## src/rtl/wb_stage_if.sv

```systemverilog
// -----------------------------------------------------------------------------
// wb_stage_if
// Upstream (MEM -> WB) result bus for the write-back stage.
//
// Signals
//   in_valid        MEM result valid (driven by master)
//   in_ready        WB stage accepts input this cycle (driven by slave)
//   in_rd           destination register
//   in_rd_wen       instruction writes rd
//   in_wb_sel       result source: 00 ALU, 01 load, 10 PC+4, 11 ALU
//   in_alu_res      ALU result
//   in_pc           instruction PC
//   in_mem_rdata    raw aligned memory word
//   in_mem_size     00 byte, 01 half, 10/11 word
//   in_mem_unsigned zero-extend a loaded byte or half
//   in_addr_lo      load address bits [1:0]
//
// Modports
//   master : the MEM stage side
//   slave  : the WB stage side
// -----------------------------------------------------------------------------
interface wb_stage_if #(
   parameter int ADDR_WIDTH = 5,
   parameter int DATA_WIDTH = 32
);
   logic                  in_valid;
   logic                  in_ready;
   logic [ADDR_WIDTH-1:0] in_rd;
   logic                  in_rd_wen;
   logic [1:0]            in_wb_sel;
   logic [DATA_WIDTH-1:0] in_alu_res;
   logic [DATA_WIDTH-1:0] in_pc;
   logic [DATA_WIDTH-1:0] in_mem_rdata;
   logic [1:0]            in_mem_size;
   logic                  in_mem_unsigned;
   logic [1:0]            in_addr_lo;

   modport master (
      output in_valid,
      output in_rd,
      output in_rd_wen,
      output in_wb_sel,
      output in_alu_res,
      output in_pc,
      output in_mem_rdata,
      output in_mem_size,
      output in_mem_unsigned,
      output in_addr_lo,
      input  in_ready
   );

   modport slave (
      input  in_valid,
      input  in_rd,
      input  in_rd_wen,
      input  in_wb_sel,
      input  in_alu_res,
      input  in_pc,
      input  in_mem_rdata,
      input  in_mem_size,
      input  in_mem_unsigned,
      input  in_addr_lo,
      output in_ready
   );
endinterface

```

## src/rtl/wb_stage.sv

```systemverilog
// -----------------------------------------------------------------------------
// wb_stage
// Write-back pipeline stage: a one-entry stage register that takes a result
// from the MEM stage, selects/extracts the value to write, drives the register
// file write port and the decode forwarding bypass, flags misaligned loads and
// counts retired instructions.
//
// Ports
//   clk           single clock, all state updates on posedge
//   rst           synchronous active-low reset
//   up            upstream bus (wb_stage_if.slave)
//   halt          debug stall: hold entry, block writes and captures
//   flush         discard held and incoming instruction (overrides halt)
//   wen/waddr/wdata           register file write port
//   fwd_valid/fwd_rd/fwd_data forwarding bypass to decode
//   misalign_err  held load is misaligned
//   instret       64-bit retired-instruction counter
//
// The written value is computed when the instruction is captured and stored
// in the stage register, so waddr/wdata come straight from flops.  While rst
// is low the stage presents itself as empty, so a held entry is never written
// in the reset cycle.
// -----------------------------------------------------------------------------
module wb_stage #(
   parameter int ADDR_WIDTH = 5,
   parameter int DATA_WIDTH = 32
) (
   input  logic                  clk,
   input  logic                  rst,
   wb_stage_if.slave             up,
   input  logic                  halt,
   input  logic                  flush,
   output logic                  wen,
   output logic [ADDR_WIDTH-1:0] waddr,
   output logic [DATA_WIDTH-1:0] wdata,
   output logic                  fwd_valid,
   output logic [ADDR_WIDTH-1:0] fwd_rd,
   output logic [DATA_WIDTH-1:0] fwd_data,
   output logic                  misalign_err,
   output logic [63:0]           instret
);

   localparam logic [1:0] SEL_ALU   = 2'b00;
   localparam logic [1:0] SEL_LOAD  = 2'b01;
   localparam logic [1:0] SEL_PC4   = 2'b10;
   localparam logic [1:0] SIZE_BYTE = 2'b00;
   localparam logic [1:0] SIZE_HALF = 2'b01;
   localparam logic [DATA_WIDTH-1:0] PC_STEP = DATA_WIDTH'(32'd4);

   // Extract a byte/half/word from the aligned memory word, with sign or zero
   // extension of sub-word values.
   function automatic logic [DATA_WIDTH-1:0] load_extract(
      input logic [DATA_WIDTH-1:0] rdata,
      input logic [1:0]            size,
      input logic                  uns,
      input logic [1:0]            addr_lo
   );
      logic [7:0]            byte_v;
      logic [15:0]           half_v;
      logic [DATA_WIDTH-1:0] res_v;
      byte_v = rdata[{addr_lo, 3'b000} +: 8];
      half_v = rdata[{addr_lo[1], 4'b0000} +: 16];
      case (size)
         SIZE_BYTE: res_v = {{(DATA_WIDTH-8){byte_v[7] & ~uns}}, byte_v};
         SIZE_HALF: res_v = {{(DATA_WIDTH-16){half_v[15] & ~uns}}, half_v};
         default:   res_v = rdata;
      endcase
      return res_v;
   endfunction

   // A load is misaligned when a half sits on an odd byte or a word is not
   // on a 4-byte boundary; size 11 behaves as a word.
   function automatic logic load_misaligned(
      input logic [1:0] sel,
      input logic [1:0] size,
      input logic [1:0] addr_lo
   );
      logic mis_v;
      if (sel != SEL_LOAD) begin
         mis_v = 1'b0;
      end else begin
         case (size)
            SIZE_BYTE: mis_v = 1'b0;
            SIZE_HALF: mis_v = addr_lo[0];
            default:   mis_v = (addr_lo != 2'b00);
         endcase
      end
      return mis_v;
   endfunction

   // Choose the value to write back; select 11 behaves as ALU.
   function automatic logic [DATA_WIDTH-1:0] select_result(
      input logic [1:0]            sel,
      input logic [DATA_WIDTH-1:0] alu_res,
      input logic [DATA_WIDTH-1:0] pc,
      input logic [DATA_WIDTH-1:0] load_val
   );
      logic [DATA_WIDTH-1:0] res_v;
      case (sel)
         SEL_ALU:  res_v = alu_res;
         SEL_LOAD: res_v = load_val;
         SEL_PC4:  res_v = pc + PC_STEP;
         default:  res_v = alu_res;
      endcase
      return res_v;
   endfunction

   // Stage register
   logic                  wb_valid_r;
   logic [ADDR_WIDTH-1:0] rd_r;
   logic                  rd_wen_r;
   logic [DATA_WIDTH-1:0] result_r;
   logic                  misalign_r;
   logic [63:0]           instret_r;

   // Combinational control
   logic                  valid_s;
   logic                  capture_s;
   logic                  retire_s;
   logic                  write_ok_s;
   logic                  wb_valid_nxt_s;
   logic [DATA_WIDTH-1:0] load_val_s;
   logic [DATA_WIDTH-1:0] result_nxt_s;
   logic                  misalign_nxt_s;

   // Handshake, retire decision and next-entry value computation.
   always_comb begin
      up.in_ready    = ~halt;
      valid_s        = wb_valid_r & rst;
      capture_s      = up.in_valid & ~halt & ~flush;
      retire_s       = valid_s & ~halt & ~flush;
      write_ok_s     = rd_wen_r & (rd_r != {ADDR_WIDTH{1'b0}}) & ~misalign_r;
      load_val_s     = load_extract(up.in_mem_rdata, up.in_mem_size,
                                    up.in_mem_unsigned, up.in_addr_lo);
      result_nxt_s   = select_result(up.in_wb_sel, up.in_alu_res, up.in_pc,
                                     load_val_s);
      misalign_nxt_s = load_misaligned(up.in_wb_sel, up.in_mem_size,
                                       up.in_addr_lo);
      // Flush wins, a capture replaces a retiring entry, otherwise hold.
      if (flush) begin
         wb_valid_nxt_s = 1'b0;
      end else if (capture_s) begin
         wb_valid_nxt_s = 1'b1;
      end else if (retire_s) begin
         wb_valid_nxt_s = 1'b0;
      end else begin
         wb_valid_nxt_s = wb_valid_r;
      end
   end

   // Stage register and retire counter update.
   always_ff @(posedge clk) begin
      if (!rst) begin
         wb_valid_r <= 1'b0;
         rd_r       <= {ADDR_WIDTH{1'b0}};
         rd_wen_r   <= 1'b0;
         result_r   <= {DATA_WIDTH{1'b0}};
         misalign_r <= 1'b0;
         instret_r  <= 64'd0;
      end else begin
         wb_valid_r <= wb_valid_nxt_s;
         if (capture_s) begin
            rd_r       <= up.in_rd;
            rd_wen_r   <= up.in_rd_wen;
            result_r   <= result_nxt_s;
            misalign_r <= misalign_nxt_s;
         end
         // Natural 64-bit wrap on overflow.
         if (retire_s) begin
            instret_r <= instret_r + 64'd1;
         end
      end
   end

   // Write port, bypass and error outputs; forced quiet while in reset.
   always_comb begin
      wen          = 1'b0;
      waddr        = {ADDR_WIDTH{1'b0}};
      wdata        = {DATA_WIDTH{1'b0}};
      fwd_valid    = 1'b0;
      fwd_rd       = {ADDR_WIDTH{1'b0}};
      fwd_data     = {DATA_WIDTH{1'b0}};
      misalign_err = 1'b0;
      instret      = instret_r;
      if (rst) begin
         wen          = retire_s & write_ok_s;
         waddr        = rd_r;
         wdata        = result_r;
         // Bypass stays live during halt so decode can keep forwarding.
         fwd_valid    = valid_s & write_ok_s;
         fwd_rd       = rd_r;
         fwd_data     = result_r;
         misalign_err = valid_s & misalign_r;
      end else begin
         wen          = 1'b0;
      end
   end

endmodule

```

## src/flat_wrapper.sv

```systemverilog
// flat-port wrapper written by rule: the top's interface ports become plain ports
module wb_stage_flat 
#(
   parameter int ADDR_WIDTH = 5,
   parameter int DATA_WIDTH = 32
)
  (clk, rst, halt, flush, wen, waddr, wdata, fwd_valid, fwd_rd, fwd_data, misalign_err, instret, up_in_valid, up_in_rd, up_in_rd_wen, up_in_wb_sel, up_in_alu_res, up_in_pc, up_in_mem_rdata, up_in_mem_size, up_in_mem_unsigned, up_in_addr_lo, up_in_ready);
  wb_stage_if #(.ADDR_WIDTH(ADDR_WIDTH), .DATA_WIDTH(DATA_WIDTH)) up_i ();
  input  logic clk;
  input  logic rst;
  input  logic halt;
  input  logic flush;
  output logic wen;
  output logic [ADDR_WIDTH-1:0] waddr;
  output logic [DATA_WIDTH-1:0] wdata;
  output logic fwd_valid;
  output logic [ADDR_WIDTH-1:0] fwd_rd;
  output logic [DATA_WIDTH-1:0] fwd_data;
  output logic misalign_err;
  output logic [63:0] instret;
  input wire logic [$bits(up_i.in_valid)-1:0] up_in_valid;
  input wire logic [$bits(up_i.in_rd)-1:0] up_in_rd;
  input wire logic [$bits(up_i.in_rd_wen)-1:0] up_in_rd_wen;
  input wire logic [$bits(up_i.in_wb_sel)-1:0] up_in_wb_sel;
  input wire logic [$bits(up_i.in_alu_res)-1:0] up_in_alu_res;
  input wire logic [$bits(up_i.in_pc)-1:0] up_in_pc;
  input wire logic [$bits(up_i.in_mem_rdata)-1:0] up_in_mem_rdata;
  input wire logic [$bits(up_i.in_mem_size)-1:0] up_in_mem_size;
  input wire logic [$bits(up_i.in_mem_unsigned)-1:0] up_in_mem_unsigned;
  input wire logic [$bits(up_i.in_addr_lo)-1:0] up_in_addr_lo;
  output wire logic [$bits(up_i.in_ready)-1:0] up_in_ready;
  assign up_i.in_valid = up_in_valid;
  assign up_i.in_rd = up_in_rd;
  assign up_i.in_rd_wen = up_in_rd_wen;
  assign up_i.in_wb_sel = up_in_wb_sel;
  assign up_i.in_alu_res = up_in_alu_res;
  assign up_i.in_pc = up_in_pc;
  assign up_i.in_mem_rdata = up_in_mem_rdata;
  assign up_i.in_mem_size = up_in_mem_size;
  assign up_i.in_mem_unsigned = up_in_mem_unsigned;
  assign up_i.in_addr_lo = up_in_addr_lo;
  assign up_in_ready = up_i.in_ready;
  wb_stage #(.ADDR_WIDTH(ADDR_WIDTH), .DATA_WIDTH(DATA_WIDTH)) u_core (.clk(clk), .rst(rst), .up(up_i), .halt(halt), .flush(flush), .wen(wen), .waddr(waddr), .wdata(wdata), .fwd_valid(fwd_valid), .fwd_rd(fwd_rd), .fwd_data(fwd_data), .misalign_err(misalign_err), .instret(instret));
endmodule
```

## config.mk

```make
export PLATFORM = sky130hd
export DESIGN_NAME = wb_stage_flat
export DESIGN_NICKNAME = d
export VERILOG_FILES = /design/src/rtl/wb_stage_if.sv /design/src/rtl/wb_stage.sv /design/src/flat_wrapper.sv
export SDC_FILE = /design/constraint.sdc
export NUM_CORES = 1
export LEC_CHECK = 0
export ABC_AREA = 1
export BUFFER_PORTS_ARGS = -buffer_cell sky130_fd_sc_hd__buf_4
export CORE_MARGIN = 2
export CORE_UTILIZATION = 58
export CTS_BUF_LIST = sky130_fd_sc_hd__clkbuf_4 sky130_fd_sc_hd__clkbuf_8
export DETAILED_ROUTE_END_ITERATION = 12
export PLACE_DENSITY_LB_ADDON = 0.08
export SLEW_MARGIN = 20
export SYNTH_ARGS = -nofsm -noshare
export SYNTH_HDL_FRONTEND = slang
export SYNTH_SLANG_ARGS = --single-unit
```

## constraint.sdc

```tcl
create_clock -name clk -period 3.2 [get_ports clk]
set_input_delay 0.96 -clock clk [delete_from_list [all_inputs] [get_ports clk]]
set_output_delay 0.96 -clock clk [all_outputs]
set_load 0.01 [all_outputs]
```

# == Word-level counts from Yosys, hierarchy flattened ==
# Index checks and enable logic that the tools add are counted.
# totals
output_inout_bits,142
reg_bits,104
# classes
reduce_logical,5
shift,2
eq_ne,4
bitwise_logic,17
muxes,11
addsub,2
# op_table
cell,n
case mux 32 bit (2 select lines),2
adder 64 x 1 -> 64 bit (second input constant),1
adder 32 x 3 -> 32 bit (second input constant),1
two-way mux 32 bit,1
variable part select 32 x 6 -> 16 bit,1
variable part select 32 x 6 -> 8 bit,1
bitwise AND 1 bit,12
two-way mux 1 bit,6
two-way mux 5 bit,1
inverter 1 bit,5
nonzero test 5 bit,1
equality test 2 x 1 -> 1 bit (second input constant),2
nonzero test 2 bit,2
equality test 2 bit (second input constant),1
logical NOT 2 bit,1
!= test 2 x 1 -> 1 bit (second input constant),1
case mux 1 bit (2 select lines),1
OR reduction 2 bit,1

# == Depth between registers and ports, before layout ==
# Gate-level depths: netlist of the first run.
# depth
word_depth,5
depth_mapped,12
ltp_nobuf,11

# == Worst setup path after synthesis of the first run ==
# OpenSTA, ideal clock, no wires.
# synth_timing
path_type,input to output
start,input port rst
end,output port wdata[0]
arrival_time_ps,1800
stages,5
slack_ps,440
required_time_ps,2240
cell_sequence,clkbuf_1 clkbuf_1 nand2_1 inv_1 buf_4
# synth_between
elab_chain_len,1
# synth_rtl
element,line_no,text
from (decl),flat_wrapper.sv:10,input logic rst;
two-way mux 32 bit,--,
to (decl),flat_wrapper.sv:15,output logic [DATA_WIDTH-1:0] wdata;
# No other way between the ends.

# == Worst setup path after layout of the first run ==
# layout_timing
start,input port rst
end,output port fwd_data[25]
# layout_between
elab_chain_len,1
# layout_rtl
element,line_no,text
two-way mux 32 bit,wb_stage.sv:185,if (rst) begin
to (decl),flat_wrapper.sv:18,output logic [DATA_WIDTH-1:0] fwd_data;
# No other way between the ends.

==> results of run 1 <==
## synth_stat cells, drive strengths merged (2+ instances only)
master	instances	area [µm²]
a211oi	3	22.52
a21boi	3	22.52
a21oi	65	325.3
a31oi	2	12.51
buf	50	356.6
clkbuf	32	120.1
dfxtp	104	2082
ha	4	50.05
inv	150	563.0
nand2	539	2046
nand3	105	553.0
nand4	19	125.1
nor2	268	1096
nor3	9	45.04
nor3b	2	15.01
o211ai	15	112.6
o21ai	64	320.3
o21bai	2	15.01
o221ai	2	17.52
o22ai	5	31.28
or2	19	118.9
xnor2	9	78.83
xor2	9	78.83
## metrics by stage
stage	cell area, µm²	setup WS [ps]	hold WS [ps]	instances
finish	10200	470.2	485.2	1863
global route	10200	428.3	519.3	1863
CTS	10200	469.2	484.3	1863
detailed placement	10010	479.9	468.7	1849
global placement	10010	500.1	464.5	1849
floorplan	8230	439.7	447.9	1483
## cell families (layout without fill, tap and decap cells)
kind of cell | Yosys count | after routing | share of synthesized area
xor gates and xnor gates | 18 | 18 | 0.01916
and+or+nand+nor | 962 | 962 | 0.4866
AOI/OAI and AO/OA | 163 | 163 | 0.1088
adders and majority gates | 4 | 4 | 0.006081
DFF | 104 | 104 | 0.2530
buffers and inverters | 232 | 432 | 0.1263
## final cells by class
| type | instances | area (µm²) | area share |
|---|---|---|---|
| Clock inverter | 4 | 55.05 | 0.005398 |
| Tap cell | 180 | 225.2 | 0.02208 |
| Sequential cell | 104 | 2082 | 0.2041 |
| Timing Repair Buffer | 268 | 2024 | 0.1985 |
| Inverter | 150 | 563.0 | 0.05521 |
| Multi-Input combinational cell | 1147 | 5111 | 0.5012 |
| Clock buffer | 10 | 137.6 | 0.01350 |
## power by group
group	switching, W	internal (W)
Sequential	0.00000783	0.00132
Clock	0.000482	0.000379
Combinational	0.000303	0.000222
## path summary, 6_finish.rpt
check / startpoint / end / slack, ps / depth (start not counted)
worst min register to register: u_core.result_r[4]$_SDFFE_PN0P_ / u_core.result_r[4]$_SDFFE_PN0P_ / 490 / 2
worst max register to register: u_core.instret[0]$_SDFFE_PN0P_ / u_core.instret[56]$_SDFFE_PN0P_ / 1010 / 10
worst min-delay path: u_core.result_r[4]$_SDFFE_PN0P_ / u_core.result_r[4]$_SDFFE_PN0P_ / 490 / 2
worst max-delay path: rst / fwd_data[25] / 470 / 5
## cells in the final DEF, fill, tap and decap left out, types with 2 or more instances in the layout
cell / count
dfxtp_1: 104
a31oi_1: 2
or2_2: 19
nand3_2: 3
nor2_2: 18
nor3_1: 9
a211oi_1: 3
o22ai_1: 5
nor2_1: 244
o221ai_1: 2
nand2_2: 7
clkbuf_8: 10
o21bai_1: 2
nand2_1: 531
ha_1: 4
nand4_1: 18
a21oi_1: 65
nor3b_1: 2
o211ai_1: 15
a21boi_0: 3
inv_1: 142
o21ai_0: 61
o21ai_1: 3
inv_2: 8
nor2_4: 6
xnor2_1: 9
xor2_1: 9
buf_4: 267
nand3_1: 101
## registers in the layout (all words and copies together) (netlist names)
signal / count
u_core.instret: 64
u_core.misalign_r: 1
u_core.rd_r: 5
u_core.rd_wen_r: 1
u_core.result_r: 32
u_core.wb_valid_r: 1
## worst register-to-register path, cell delays in order (launching register included)
cell     delay [ps]
dfxtp_1         560
ha_1            410
inv_2            90
nor2_4          170
nand2_1          70
nor2_1          150
nand4_1         240
nor2_1          240
nand2_1          70
nand2_1          60
nor2_1           40
## per-layer routing
layer	wire length (µm)	GRT usage	part of all wire
met4	1573	0.2131	0.055
met5	0	0	0
met1	10570	0.4232	0.37
met3	2332	0.07057	0.082
met2	13930	0.6446	0.49
==> impl_metrics.yaml, run 1 <==
setup_path:
  worstPathRequired_ps: 2240
  crit_path_max_fanout: 26
  cpMostUsedCell: "buf_4"
  criticalPathCategory: "in2out"
  crit_family: "buffers and inverters"
  cp-start-kind: "input pin"
  crit_buf_inv: 4
  cp_cell_sequence: "buf_4, buf_4, nand2_1, inv_1, buf_4"
  slowest_stage: "buf_4"
  endpoint_kind: "output pin"
  max_stage_delay_ps: 270
  critical_path_arrival_ps: 1770
grt:
  grt_pass1_vias: 9431
  grt_pass1_wl_um: 44180
  antenna_found_initial: 0
  gr-total-overflow: 0
  grt_use_total: 0.3710
  grt_max_degree: 46
power_and_ir_drop:
  power_density_mw_per_mm2: 265.6
  finalPower_w: 0.002709
  vdd_drop_max_uv: 198.4
  power.leakage_nw: 4.615
timing:
  max_clock_freq_mhz: 366.3
  fin_setup_tns_ps: 0
  grt_setup_unrepaired: "false"
  min_period_ps: 2730
  tightest_slew_ps: 626.1
  worst_slew_margin_rel: 0.5826
  fin_crit_sh: 0.8531
  setup_viol: 0
  maxSlewViolCount: 0
  hold_viol_final: 0
  fin_skew_ps: 21.52
clock_tree:
  holdBufCountCts: 0
  htreeDepth: 3
  cts-root-buf: "clkbuf_8"
  cts_buffer_depth: 2
  post_cts_resized: 0
  numCtsBuffers: 9
  clk_pin_slew_worst_paths_ps: 90
  cts_sinks: 104
  cts_tree: "yes"
  clk_latency_ps: 410
  postCtsSetupRepairBufs: 0
placement:
  place.gp.congestion: 1.020
  post-dp-hpwl_um: 22780
  portBuffers: 255
yosys:
  synth_seq_area_share: 0.2530
  synth_cell_types: 38
  synth-seq-cells: 104
  avgSynthCellArea_um2: 5.550
  ys_warn_count: 0
  synthesis.instances: 1483
  syn_area_mm2: 0.008230
  async_flop_share: 0
  synth_edf_count: 0
  syn_nets: 1601
  ys.flop_type: "dfxtp_1"
status:
  outcome: "complete, no violations"
final_layout:
  nNetsFinal: 1798
  utilization: 0.7347
  drive_gt1_frac: 0.2062
  fillCellCount: 1280
  syn2layout_area_growth_pct: 23.91
  diodes: 0
floorplanning:
  die_y_um: 123.1
  initial_core_util: 0.5929
  design.core.area_mm2: 0.01388
  die-area_mm2: 0.01516
  die_w_um: 123.1
  rows: 43
  io_pins: 256
routing:
  drt_iter0_drc: 863
  num_vias: 10260
  wl_per_cell_um: 15.25
  ant_nets: 0
  drc: 0
  drtPass1Iterations: 7
  avgViaCountPerCell: 5.506
  totalWireLength_um: 28400
run:
  maxCapViolations: 0
worst_hold_path:
  hold_path.class: "reg2reg"
(Power assumes the default switching activity.)
==> inputs of run 2 (changes only) <==
--- a/config.mk
+++ b/config.mk
@@ -7,9 +7,12 @@
 export LEC_CHECK = 0
 export ABC_AREA = 1
 export BUFFER_PORTS_ARGS = -buffer_cell sky130_fd_sc_hd__buf_4
+export CELL_PAD_IN_SITES_DETAIL_PLACEMENT = 1
+export CELL_PAD_IN_SITES_GLOBAL_PLACEMENT = 1
 export CORE_MARGIN = 2
-export CORE_UTILIZATION = 58
+export CORE_UTILIZATION = 35
 export CTS_BUF_LIST = sky130_fd_sc_hd__clkbuf_4 sky130_fd_sc_hd__clkbuf_8
+export CTS_CLUSTER_SIZE = 14
 export DETAILED_ROUTE_END_ITERATION = 12
 export PLACE_DENSITY_LB_ADDON = 0.08
 export SLEW_MARGIN = 20
==> constraint.sdc (replaced) <==
create_clock -name clk -period 2.97 [get_ports clk]
set_input_delay 0.891 -clock clk [delete_from_list [all_inputs] [get_ports clk]]
set_output_delay 0.891 -clock clk [all_outputs]
set_load 0.01 [all_outputs]
==> run 2 against run 1 <==
Sequential share of layout area down 0.44 points. Critical path depth unchanged. Sequential power up 8%. Clock skew down 12 ps. Register-to-register slack worse by 40 ps. Critical path type unchanged.
==> impl_metrics.yaml, run 2 (synthesized netlist as in run 1, its figures left out) <==
status:
  outcome: "complete, no violations"
placement:
  place.gp.congestion: 0.9500
  portBuffers: 255
  post-dp-hpwl_um: 28200
  pre_cts_slack_ps: 424.2
timing:
  fin_crit_sh: 0.8513
  hold-worst-slack_ps: 492.5
  min_period_ps: 2528
  worst_slew_margin_rel: 0.5488
  setup_viol: 0
  grt_setup_unrepaired: "false"
  fin_ws_ps: 441.7
  hold_viol_final: 0
  tightest_slew_ps: 676.8
  max_clock_freq_mhz: 395.5
  fin_skew_ps: 9.692
  fin_setup_tns_ps: 0
  maxSlewViolCount: 0
setup_path:
  criticalPathCategory: "in2out"
  crit_path_max_fanout: 56
  worstPathRequired_ps: 2080
  cpMostUsedCell: "buf_4"
  crit_buf_inv: 4
  max_stage_delay_ps: 240
  crit_family: "buffers and inverters"
  critical_path_arrival_ps: 1640
  slowest_stage: "buf_12"
  cp_cell_sequence: "buf_4, buf_12, nand2_1, inv_1, buf_4"
  cp-start-kind: "input pin"
  endpoint_kind: "output pin"
routing:
  drt_iter0_drc: 475
  drtPass1Iterations: 5
  wl_per_cell_um: 17.15
  num_vias: 10060
  drc: 0
  ant_nets: 0
  totalWireLength_um: 34470
  avgViaCountPerCell: 5.007
run:
  maxCapViolations: 0
clock_tree:
  cts-root-buf: "clkbuf_8"
  cts_sinks: 104
  clk_latency_ps: 410
  postCtsSetupRepairBufs: 0
  clk_pin_slew_worst_paths_ps: 120
  cts_tree: "yes"
  holdBufCountCts: 0
  numCtsBuffers: 9
  cts_buffer_depth: 2
  post_cts_resized: 0
  htreeDepth: 3
floorplanning:
  design.core.area_mm2: 0.02326
  rows: 56
  die-area_mm2: 0.02476
  die_w_um: 157.3
  die_y_um: 157.3
  initial_core_util: 0.3538
  io_pins: 256
final_layout:
  layout_common_cells: "nand2_1, buf_4, nor2_1"
  final_common_cell: "nand2_1"
  utilization: 0.4480
  fillCellCount: 3346
  largest_reg_flops: 64
  syn2layout_area_growth_pct: 26.63
  drive_gt1_frac: 0.2099
  diodes: 0
  multiInputGateArea_mm2: 0.005111
  register_area_mm2: 0.002082
  nNetsFinal: 1804
grt:
  top_usage_layer: "met2"
  grt_use_total: 0.2785
  use_met1: 0.3337
  grt_max_degree: 57
  grt_pass1_wl_um: 53430
  antenna_found_initial: 0
  grt_pass1_vias: 10100
  grt_use_met3: 0.03744
  grt.met2_usage: 0.5068
  gr-total-overflow: 0
worst_hold_path:
  hold_path.class: "reg2reg"
power_and_ir_drop:
  power_density_mw_per_mm2: 285.6
  vdd_drop_max_uv: 184.5
  power.leakage_nw: 4.649
run 2: cell types whose count changed in the layout (fill, tap and decap cells not counted), sizes merged:
cell | previous run | this run
inv | 151 | 153
bufinv | 1 | 0
clkinvlp | 1 | 0
clkinv | 1 | 4
clkbuf | 10 | 9
buf | 268 | 274
run 2: layer usage:
| metal | part of all wire | up-vias |
|---|---|---|
| met5 | 0 | - |
| met4 | 0.030 | 0 |
| met3 | 0.041 | 59 |
| met2 | 0.50 | 240 |
| met1 | 0.42 | 4750 |
| li1 | - | 5015 |
run 2: metrics by stage:
stage	cell area, µm²	std cells	total power, W
finish	10420	2010	0.002977
global route	10420	2010	0.003114
CTS	10420	2010	0.003007
detailed placement	10220	1994	0.002043
global placement	10220	1994	0.002034
floorplan	8230	1483	0.001754
run 2: worst paths after layout:
| path | start | end | slack (ps) | cells after the start |
|---|---|---|---|---|
| setup / recovery | rst | wdata[20] | 440 | 5 |
| hold / removal | u_core.result_r[4]$_SDFFE_PN0P_ | u_core.result_r[4]$_SDFFE_PN0P_ | 490 | 2 |
| setup reg to reg | u_core.instret[8]$_SDFFE_PN0P_ | u_core.instret[58]$_SDFFE_PN0P_ | 970 | 9 |
| hold reg to reg | u_core.result_r[4]$_SDFFE_PN0P_ | u_core.result_r[4]$_SDFFE_PN0P_ | 490 | 2 |
run 2: cell type report:
| type | count | share of cell area |
|---|---|---|
| clock buffers | 9 | 0.01188 |
| clock inverters | 7 | 0.007083 |
| inverters | 150 | 0.05402 |
| multi-input cells | 1147 | 0.4904 |
| flip-flops and latches | 104 | 0.1998 |
| well taps | 319 | 0.03830 |
| repair buffers | 274 | 0.1986 |
run 2: worst min-delay path: stages, from the launching register on:
cell and delay (ps):
dfxtp_1 320, nand2_1 70, o21ai_1 70
run 2: power by group:
group          total (W)  switching, W  internal (W)
clock network   0.000966      0.000633      0.000333
logic           0.000586      0.000344      0.000243
registers        0.00143    0.00000740       0.00142
total            0.00298      0.000984       0.00199
